**config.mk**
```make
export PLATFORM = sky130hd
export DESIGN_NAME = banner_sprite_engine
export DESIGN_NICKNAME = d
export VERILOG_FILES = /design/src/rtl/banner_pkg.sv /design/src/rtl/banner_rom.sv /design/src/rtl/banner_sprite_engine.sv
export SDC_FILE = /design/constraint.sdc
export NUM_CORES = 1
export LEC_CHECK = 0
export BUFFER_PORTS_ARGS = -buffer_cell sky130_fd_sc_hd__buf_4
export CAP_MARGIN = 20
export CELL_PAD_IN_SITES_DETAIL_PLACEMENT = 2
export CELL_PAD_IN_SITES_GLOBAL_PLACEMENT = 2
export CORE_UTILIZATION = 41
export CTS_CLUSTER_SIZE = 16
export DETAILED_ROUTE_END_ITERATION = 10
export PLACE_DENSITY_LB_ADDON = 0.1
export SYNTH_ARGS = -nofsm -noshare
export SYNTH_HDL_FRONTEND = slang
export SYNTH_SLANG_ARGS = --single-unit
```
**constraint.sdc**
```tcl
create_clock -name Clk -period 3.15 [get_ports Clk]
set_clock_uncertainty 0.1 [all_clocks]
set_input_delay 0.1575 -clock Clk [delete_from_list [all_inputs] [get_ports Clk]]
set_output_delay 0.1575 -clock Clk [all_outputs]
set_load 0.005 [all_outputs]
```
**src/rtl/banner_pkg.sv**
```systemverilog
// banner_pkg
// Shared types and default geometry for the banner renderer.
//   msg_e          : index of each stored message bitmap
//   banner_state_e : reveal/blink controller states
//   DEF_*          : default parameter values used by banner_sprite_engine
//                    and banner_rom
package banner_pkg;

  typedef enum logic [1:0] {
    MSG_WIN    = 2'd0,
    MSG_LOSE   = 2'd1,
    MSG_READY  = 2'd2,
    MSG_PAUSED = 2'd3
  } msg_e;

  typedef enum logic [1:0] {
    IDLE   = 2'd0,
    REVEAL = 2'd1,
    SHOW   = 2'd2
  } banner_state_e;

  localparam int DEF_BMP_W        = 64;
  localparam int DEF_BMP_H        = 32;
  localparam int DEF_NUM_MSGS     = 4;
  localparam int DEF_SCALE_LOG2   = 1;
  localparam int DEF_POS_X        = 256;
  localparam int DEF_POS_Y        = 208;
  localparam int DEF_REVEAL_STEP  = 2;
  localparam int DEF_BLINK_FRAMES = 30;

endpackage

```
**src/rtl/banner_rom.sv**
```systemverilog
// banner_rom
// Synchronous-read bitmap ROM holding NUM_MSGS messages of BMP_H rows each.
// Bit BMP_W-1 of a word is the leftmost on-screen column.
// Ports:
//   Clk, Reset : clock, async active-high reset (clears the read register)
//   rd_addr    : msg*BMP_H + row
//   rd_data    : registered bitmap row, one cycle after rd_addr
module banner_rom import banner_pkg::*; #(
  parameter int BMP_W    = DEF_BMP_W,
  parameter int BMP_H    = DEF_BMP_H,
  parameter int NUM_MSGS = DEF_NUM_MSGS,
  parameter int ADDR_W   = $clog2(NUM_MSGS * BMP_H)
) (
  input  logic              Clk,
  input  logic              Reset,
  input  logic [ADDR_W-1:0] rd_addr,
  output logic [BMP_W-1:0]  rd_data
);

  // Artwork is drawn in a 64-column canvas: a 5-wide bar over the centre
  // of WIN on row 5, then the word in a 5x5 font with each font row doubled
  // (rows 6..15). Each letter sits in one byte, left-aligned, so the words
  // read directly in hex.
  function automatic logic [63:0] glyph_row(input int msg, input int row);
    logic [63:0] g;
    int f;
    g = '0;
    f = (row - 6) / 2;
    if (msg == int'(MSG_WIN) && row == 5) begin
      g = 64'h0000_00F8_0000_0000;
    end else if (row >= 6 && row <= 15) begin
      case (msg)
        int'(MSG_WIN): begin
          case (f)
            0:       g = 64'h0000_8870_8800_0000;
            1:       g = 64'h0000_8820_C800_0000;
            2:       g = 64'h0000_A820_A800_0000;
            3:       g = 64'h0000_A820_9800_0000;
            default: g = 64'h0000_5070_8800_0000;
          endcase
        end
        int'(MSG_LOSE): begin
          case (f)
            0:       g = 64'h0000_8070_78F8_0000;
            1:       g = 64'h0000_8088_8080_0000;
            2:       g = 64'h0000_8088_70F0_0000;
            3:       g = 64'h0000_8088_0880_0000;
            default: g = 64'h0000_F870_F0F8_0000;
          endcase
        end
        int'(MSG_READY): begin
          case (f)
            0:       g = 64'h00F0_F870_F088_0000;
            1:       g = 64'h0088_8088_8850_0000;
            2:       g = 64'h00F0_F0F8_8820_0000;
            3:       g = 64'h00A0_8088_8820_0000;
            default: g = 64'h0090_F888_F020_0000;
          endcase
        end
        int'(MSG_PAUSED): begin
          case (f)
            0:       g = 64'h00F0_7088_78F8_F000;
            1:       g = 64'h0088_8888_8080_8800;
            2:       g = 64'h00F0_F888_70F0_8800;
            3:       g = 64'h0080_8888_0880_8800;
            default: g = 64'h0080_8870_F0F8_F000;
          endcase
        end
        default: g = '0;
      endcase
    end
    return g;
  endfunction

  // Left-align the 64-column artwork into a BMP_W-wide word so narrower or
  // wider bitmaps still show the art from the left edge.
  function automatic logic [BMP_W-1:0] rom_word(input logic [ADDR_W-1:0] a);
    logic [BMP_W-1:0] w;
    logic [63:0] g;
    w = '0;
    g = glyph_row(int'(a) / BMP_H, int'(a) % BMP_H);
    for (int i = 0; i < BMP_W; i++) begin
      if (i < 64) w[BMP_W-1-i] = g[63-i];
    end
    return w;
  endfunction

  always_ff @(posedge Clk or posedge Reset) begin
    if (Reset) rd_data <= '0;
    else       rd_data <= rom_word(rd_addr);
  end

endmodule

```
**src/rtl/banner_sprite_engine.sv**
```systemverilog
// banner_sprite_engine
// Full-screen message banner: maps DrawX/DrawY onto a scaled, positioned
// bitmap, reveals it top-down one frame at a time, then optionally blinks.
// Ports:
//   Clk, Reset   : system clock, async active-high reset
//   frame_clk    : VSYNC, asynchronous to Clk; rising edge = new frame
//   show         : level request to display a banner
//   msg_sel      : message index, sampled when leaving IDLE
//   DrawX, DrawY : current pixel coordinate
//   pixel_on     : banner pixel lit, 2 Clk cycles after DrawX/DrawY
//   active       : controller in REVEAL or SHOW
//   reveal_done  : controller in SHOW
module banner_sprite_engine import banner_pkg::*; #(
  parameter int BMP_W        = DEF_BMP_W,
  parameter int BMP_H        = DEF_BMP_H,
  parameter int NUM_MSGS     = DEF_NUM_MSGS,
  parameter int SCALE_LOG2   = DEF_SCALE_LOG2,
  parameter int POS_X        = DEF_POS_X,
  parameter int POS_Y        = DEF_POS_Y,
  parameter int REVEAL_STEP  = DEF_REVEAL_STEP,
  parameter int BLINK_FRAMES = DEF_BLINK_FRAMES,
  parameter int MSG_W        = (NUM_MSGS > 1) ? $clog2(NUM_MSGS) : 1
) (
  input  logic             Clk,
  input  logic             Reset,
  input  logic             frame_clk,
  input  logic             show,
  input  logic [MSG_W-1:0] msg_sel,
  input  logic [9:0]       DrawX,
  input  logic [9:0]       DrawY,
  output logic             pixel_on,
  output logic             active,
  output logic             reveal_done
);

  localparam int ADDR_W = $clog2(NUM_MSGS * BMP_H);
  localparam int COL_W  = $clog2(BMP_W);
  localparam int ROW_W  = $clog2(BMP_H);
  localparam int RS_W   = $clog2(BMP_H + 1);
  localparam int BC_W   = (BLINK_FRAMES > 1) ? $clog2(BLINK_FRAMES) : 1;

  localparam logic [10:0]      X_ORG    = 11'(POS_X);
  localparam logic [10:0]      Y_ORG    = 11'(POS_Y);
  localparam logic [10:0]      X_SPAN   = 11'(BMP_W << SCALE_LOG2);
  localparam logic [10:0]      Y_SPAN   = 11'(BMP_H << SCALE_LOG2);
  localparam logic [COL_W-1:0] LAST_COL = COL_W'(BMP_W - 1);

  logic frame_meta, frame_sync, frame_prev, frame_tick;

  banner_state_e    state;
  logic [RS_W-1:0]  rows_shown, rows_next;
  logic [BC_W-1:0]  blink_cnt;
  logic             blink_phase;
  logic [MSG_W-1:0] msg_q, msg_clamped;

  logic [10:0]       rel_x, rel_y;
  logic              in_box;
  logic [COL_W-1:0]  col;
  logic [ROW_W-1:0]  row;
  logic [ADDR_W-1:0] rom_addr;
  logic [BMP_W-1:0]  rom_data;
  logic              inside_d;
  logic [COL_W-1:0]  col_d;
  logic [ROW_W-1:0]  row_d;

  // VSYNC crosses into Clk through two flops; the third flop only provides
  // the previous value for edge detection.
  always_ff @(posedge Clk or posedge Reset) begin
    if (Reset) begin
      frame_meta <= 1'b0;
      frame_sync <= 1'b0;
      frame_prev <= 1'b0;
    end else begin
      frame_meta <= frame_clk;
      frame_sync <= frame_meta;
      frame_prev <= frame_sync;
    end
  end

  assign frame_tick = frame_sync & ~frame_prev;

  // The last reveal step is clipped to BMP_H so a step that does not divide
  // the height still lands exactly on the bottom row.
  always_comb begin
    if (int'(rows_shown) + REVEAL_STEP >= BMP_H) rows_next = RS_W'(BMP_H);
    else                                         rows_next = rows_shown + RS_W'(REVEAL_STEP);
    if (int'(msg_sel) >= NUM_MSGS) msg_clamped = MSG_W'(NUM_MSGS - 1);
    else                           msg_clamped = msg_sel;
  end

  // Dropping show wins over everything, including a frame tick in the same
  // cycle, so a new message always restarts from a blank banner.
  always_ff @(posedge Clk or posedge Reset) begin
    if (Reset) begin
      state       <= IDLE;
      rows_shown  <= '0;
      blink_cnt   <= '0;
      blink_phase <= 1'b0;
      msg_q       <= '0;
    end else if (!show) begin
      state       <= IDLE;
      rows_shown  <= '0;
      blink_cnt   <= '0;
      blink_phase <= 1'b0;
    end else begin
      case (state)
        IDLE: begin
          msg_q       <= msg_clamped;
          rows_shown  <= '0;
          blink_cnt   <= '0;
          blink_phase <= 1'b0;
          state       <= REVEAL;
        end
        REVEAL: begin
          blink_cnt   <= '0;
          blink_phase <= 1'b0;
          if (frame_tick) begin
            rows_shown <= rows_next;
            if (int'(rows_next) == BMP_H) state <= SHOW;
          end
        end
        SHOW: begin
          if (frame_tick && BLINK_FRAMES > 0) begin
            if (int'(blink_cnt) == BLINK_FRAMES - 1) begin
              blink_cnt   <= '0;
              blink_phase <= ~blink_phase;
            end else begin
              blink_cnt <= blink_cnt + BC_W'(1);
            end
          end
        end
        default: state <= IDLE;
      endcase
    end
  end

  assign active      = (state == REVEAL) || (state == SHOW);
  assign reveal_done = (state == SHOW);

  // Stage 1 address generation. A set sign bit means the pixel lies left of
  // or above the banner; the ROM register itself is the stage-1 data latch.
  always_comb begin
    rel_x    = {1'b0, DrawX} - X_ORG;
    rel_y    = {1'b0, DrawY} - Y_ORG;
    in_box   = ~rel_x[10] && (rel_x < X_SPAN) && ~rel_y[10] && (rel_y < Y_SPAN);
    col      = COL_W'(rel_x >> SCALE_LOG2);
    row      = ROW_W'(rel_y >> SCALE_LOG2);
    rom_addr = in_box ? ADDR_W'(int'(msg_q) * BMP_H + int'(row)) : '0;
  end

  banner_rom #(
    .BMP_W    (BMP_W),
    .BMP_H    (BMP_H),
    .NUM_MSGS (NUM_MSGS),
    .ADDR_W   (ADDR_W)
  ) u_rom (
    .Clk     (Clk),
    .Reset   (Reset),
    .rd_addr (rom_addr),
    .rd_data (rom_data)
  );

  always_ff @(posedge Clk or posedge Reset) begin
    if (Reset) begin
      inside_d <= 1'b0;
      col_d    <= '0;
      row_d    <= '0;
    end else begin
      inside_d <= in_box;
      col_d    <= col;
      row_d    <= row;
    end
  end

  // Stage 2 gates the fetched bit with the controller state as it stands at
  // this edge, so reveal/blink changes take effect on the next output pixel.
  always_ff @(posedge Clk or posedge Reset) begin
    if (Reset) begin
      pixel_on <= 1'b0;
    end else begin
      pixel_on <= inside_d & rom_data[LAST_COL - col_d] &
                  (RS_W'(row_d) < rows_shown) & active & ~blink_phase;
    end
  end

endmodule
```
==> flow_metrics.tcl, run 1 <==
set metrics [dict create \
    yosys.area.top_type "dfrtp_1" \
    cts-root-buf "clkbuf_8" \
    grt_antenna_before_repair 0 \
    synth_seq_cells 56 \
    numCtsBuffers 5 \
    gp_congestion 0.822 \
    ys_types 60 \
    cts-root-to-sink-buffers 2 \
    avgSynthCellArea_um2 9.83 \
    async_reset_ff_share_pct 100 \
    die_h_um 90.5 \
    stop_stage "global routing" \
    cts_htree_levels 2 \
    firstError "[ERROR DPL-0033] detailed placement checks failed during check placement." \
    synth_area_leaders "dfrtp_1 44%, ha_1 8.2%, o21ai_0 4.2%" \
    synth_enable_flop_cells 0 \
    ys_seq_area_share_pct 43.6 \
    io_pins 29 \
    worstEpCategory "sequential cell input" \
    worstEndpointGrtRepair "u_rom.rd_data[28]$_DFF_PP0_/D" \
    ys_warn_count 0 \
    synth_nets 374 \
    port_buffers 26 \
    ys.flop_type "dfrtp_1" \
    dpl.hpwl_um 8130 \
    syn_area_um2 3210 \
    num_rows 31 \
    clkSinkCount 56 \
    outcome "did not finish" \
    syn_inst 327 \
    synth_top_area_share_pct 43.6 \
    die_w_um 90.5 \
    grt_start_max_net_pins 30 \
    start_util_pct 43.4 \
]
synth_stat cells, drive strengths merged, types with 2 or more instances:
| cell | n |
|---|---|
| a21o | 6 |
| a31oi | 2 |
| nor2 | 18 |
| a21boi | 3 |
| dfrtp | 56 |
| nand2b | 5 |
| or3 | 2 |
| inv | 20 |
| o31ai | 3 |
| o211a | 3 |
| o21ai | 28 |
| buf | 5 |
| xnor2 | 4 |
| o211ai | 3 |
| a211oi | 6 |
| or2 | 6 |
| nand4 | 4 |
| a21oi | 27 |
| nor2b | 7 |
| nor4 | 2 |
| nor3b | 2 |
| nor3 | 7 |
| a221oi | 2 |
| mux2 | 4 |
| clkbuf | 8 |
| and4 | 2 |
| nand4b | 2 |
| nand3 | 11 |
| mux4 | 3 |
| a22oi | 2 |
| mux2i | 3 |
| ha | 21 |
| and2 | 4 |
| nand2 | 29 |
kinds of logic after synthesis:
kind of cell	after synthesis	share of synthesized area (%)
compound gates	97	20.2
xor+xnor	4	1.09
fa+ha+maj	21	8.18
buf+inv	33	4.63
flops	56	43.6
mux	10	4.44
simple gates	106	17.8
metrics by stage:
stage / utilization, % / hold WS, ns / cell area [µm²] / worst slack, ns / instances
global placement: 52.2 / 0.161 / 3860 / -0.547 / 472
floorplan: - / 0.0889 / 3400 / -0.745 / 327
detailed placement: 52.2 / 0.169 / 3860 / -0.822 / 472
CTS: 58.6 / 0.0194 / 4340 / -0.169 / 502
repair_timing:
action,CTS
cloned,1
hold buffers,13
resized for setup,37
endpoints found under the hold margin,40
pin swaps,24
setup endpoints to repair,22
setup buffers,9
==> run 2: changes to the inputs <==
--- a/config.mk
+++ b/config.mk
@@ -7,12 +7,9 @@
 export LEC_CHECK = 0
 export BUFFER_PORTS_ARGS = -buffer_cell sky130_fd_sc_hd__buf_4
 export CAP_MARGIN = 20
-export CELL_PAD_IN_SITES_DETAIL_PLACEMENT = 2
-export CELL_PAD_IN_SITES_GLOBAL_PLACEMENT = 2
-export CORE_UTILIZATION = 41
-export CTS_CLUSTER_SIZE = 16
+export CORE_UTILIZATION = 35
 export DETAILED_ROUTE_END_ITERATION = 10
-export PLACE_DENSITY_LB_ADDON = 0.1
+export PLACE_DENSITY_LB_ADDON = 0.15
 export SYNTH_ARGS = -nofsm -noshare
 export SYNTH_HDL_FRONTEND = slang
 export SYNTH_SLANG_ARGS = --single-unit
==> run 2 against run 1 <==
  * The flow now finishes, with violations (DRC, setup timing)
  * Synthesized cell count did not move
  * Synthesized area unchanged
==> flow_metrics.tcl, run 2 <==
set metrics [dict create \
    outcome "finished, violations left" \
    violations "DRC, setup timing" \
    cts_tree "done" \
    setup_viol_count_final 13 \
    cp_max_fo 5 \
    dpl.hpwl_um 5330 \
    fmax_mhz 309 \
    avgSynthCellArea_um2 9.83 \
    slowest_delay_ns 0.28 \
    cp-end-kind "register" \
    area_growth_pct 36.9 \
    rsz0062_at_grt "true" \
    num_vias 2684 \
    cts-root-to-sink-buffers 2 \
    drc_errors 4 \
    layout.nets 450 \
    synth_seq_cells 56 \
    path_class "in2reg" \
    layout_common_cells "61 x buf_4, 56 x dfrtp_1, 27 x nand2_1" \
    die_w_um 97.8 \
    hold_path_startpoint "DrawY[4]" \
    synth_top_area_share_pct 43.6 \
    syn_area_um2 3210 \
    port_buffers 26 \
    regMostFlops "u_rom.rd_data" \
    dr.pass1.iters 7 \
    gp_congestion 0.800 \
    final_common_cell "buf_4" \
    cap_violations 0 \
    io_pins 29 \
    ys_seq_area_share_pct 43.6 \
    clkPwrFrac_pct 29.8 \
    routed_wl_um 7750 \
    drt_iter0_drc 160 \
    ir_worst_vdd_uv 170 \
    synth_enable_flop_cells 0 \
    final_max_slew_viol_count 0 \
    worstHoldPathType "in2reg" \
    internal_power_w 0.00100 \
    cp-start-kind "input pin" \
    path_clk_slew_ns 0.10 \
    synth_nets 374 \
    cp.arrival_ns 3.36 \
    ys.flop_type "dfrtp_1" \
    maxSlewHeadroom_pct 52.4 \
    ys_warn_count 0 \
    path_cells "buf_4 -> inv_4 -> ha_4 -> nor4b_4 -> o211a_4 -> and2_4 -> ha_4 -> a21oi_4 -> and3_4 -> ha_4 -> nand2_4 -> nor2_4 -> buf_6 -> nand2_4 -> ha_4 -> nand3_2 -> nor4_4 -> buf_6 -> o21ai_2 -> nor3_2 -> a221oi_2 -> a32oi_1" \
    grt_pass1_wl_um 12900 \
    path_delay_family "simple AND/OR/NAND/NOR gates" \
    cts_htree_levels 2 \
    start_util_pct 36.5 \
    largest_reg_flops 24 \
    vias_per_cell 5.24 \
    placed_cells 474 \
    p_sw_share_pct 28.2 \
    p_leak_nw 1.91 \
    drive_gt1_share_pct 37.4 \
    insertion_delay_ns 0.31 \
    critical_path.most_common_cell "ha_4" \
    grt_antenna_before_repair 0 \
    grt_usage_pct 16.7 \
    syn_inst 327 \
    largest_registers "u_rom.rd_data x24, col_d x6, rows_shown x6" \
    post-route-util_pct 50.0 \
    die-area_um2 9570 \
    coreArea_um2 8810 \
    synth_common_cells "56 x dfrtp_1, 29 x nand2_1, 27 x o21ai_0, 26 x a21oi_1, 21 x ha_1" \
    post-route-period-util_pct 103 \
    num_rows 34 \
    switching_power_w 0.000392 \
    yosysMostFrequentCell "dfrtp_1" \
    crit_start "DrawX[8]" \
    fin_crit_ns 3.23 \
    ant_nets 0 \
    fin_cells 512 \
    grt_pass1_vias 2698 \
    cts-root-buf "clkbuf_8" \
    hold_viol_final 0 \
    worst-slew-pin-transition_ns 0.706 \
    diodes 0 \
    layout_setup_ws_ns -0.0839 \
    cp_num_buf_inv 4 \
    async_reset_ff_share_pct 100 \
    total_power_w 0.00139 \
    p_comb_share_pct 15.0 \
    worst-endpoint-required_ns 3.28 \
    ys_types 60 \
    routedWlPerCell_um 15.1 \
    yosys.area.top_type "dfrtp_1" \
    grt_start_max_net_pins 34 \
    nFillCells 822 \
    clkSinkCount 56 \
    numCtsBuffers 5 \
    r2r_start "state[0]" \
    slowest_stage "ha_4" \
    synth_area_leaders "dfrtp_1 44%, ha_1 8.2%, o21ai_0 4.2%" \
    powerDensity_nw_per_um2 317 \
    fin_setup_tns_ns -0.486 \
    overflow 0 \
    seqPwrFrac_pct 55.2 \
    die_h_um 97.8 \
]
-- run 2: cell counts after synthesis --
Identical to the previous run, type by type.
-- run 2: worst reg2reg max path, delay by kind of cell (launching register included) --
| family | cells | cell delay [ns] |
|---|---|---|
| mux | 1 | 0.28 |
| compound gates | 1 | 0.08 |
| buf+inv | 1 | 0.09 |
| fa+ha+maj | 1 | 0.32 |
| simple gates | 3 | 0.68 |
| flops | 1 | 0.36 |
-- run 2: kinds of logic after synthesis --
group,synth area share [%]
xor gates and xnor gates,1.09
muxes,4.44
and+or+nand+nor,17.8
buffers and inverters,4.63
adders and majority gates,8.18
AOI/OAI and AO/OA,20.2
DFF,43.6
-- run 2: worst paths after layout --
kind / to / slack [ns] / depth (start not counted)
max: u_rom.rd_data[37] / -0.08 / 22
min: row_d[3] / 0.02 / 3
max reg2reg: blink_phase / 1.13 / 7
min reg2reg: frame_sync / 0.25 / 0
max in group asynchronous: u_rom.rd_data[29] / 1.79 / 4
min in group asynchronous: blink_cnt[4] / 0.34 / 3
-- run 2: metal layers --
| layer | vias up | part of all wire [%] | wire, µm | GRT usage (%) |
|---|---|---|---|---|
| li1 | 1330 | - | - | - |
| met1 | 1301 | 46 | 3590 | 22.4 |
| met2 | 43 | 50 | 3850 | 28.3 |
| met3 | 10 | 2.4 | 186 | 1.86 |
| met4 | 0 | 1.6 | 123 | 5.36 |
| met5 | - | 0 | 0 | 0 |
-- run 2: timing repair --
| item | CTS | global route |
|---|---|---|
| hold buffers | 13 | 0 |
| gates cloned | 0 | 1 |
| buffers inserted | 7 | 9 |
| endpoints found under the hold margin | 35 | 0 |
| setup endpoints to repair | 19 | 20 |
| resized for setup | 20 | 28 |
| pin swaps | 20 | 30 |
-- run 2: final cells by class --
class	count	area, µm²	area share (%)
clock buffer	5	68.8	1.56
sequential	56	1400	31.9
tap	108	135	3.07
multi-input combinational	238	1980	45.0
clock inverter	3	26.3	0.597
inverter	20	87.6	1.99
timing repair buffer	82	699	15.9
-- run 2: power by group through the flow --
stage	clock network [W]	logic, W	registers, W
floorplan	0	0.000128	0.000759
global route	0.000454	0.000233	0.000774
finish	0.000415	0.000209	0.000769
detailed placement	0	0.000174	0.000782
global placement	0	0.000173	0.000782
CTS	0.000432	0.000199	0.000769
-- run 2: through the flow --
step	instance area (µm²)	setup slack, ns	hold slack [ns]
floorplan	3400	-0.745	0.0889
global placement	3820	-0.481	0.146
detailed placement	3820	-0.564	0.151
CTS	4190	-0.0248	0.00822
global route	4400	-0.183	0.0115
finish	4400	-0.0839	0.0229
(Power assumes the default switching activity.)
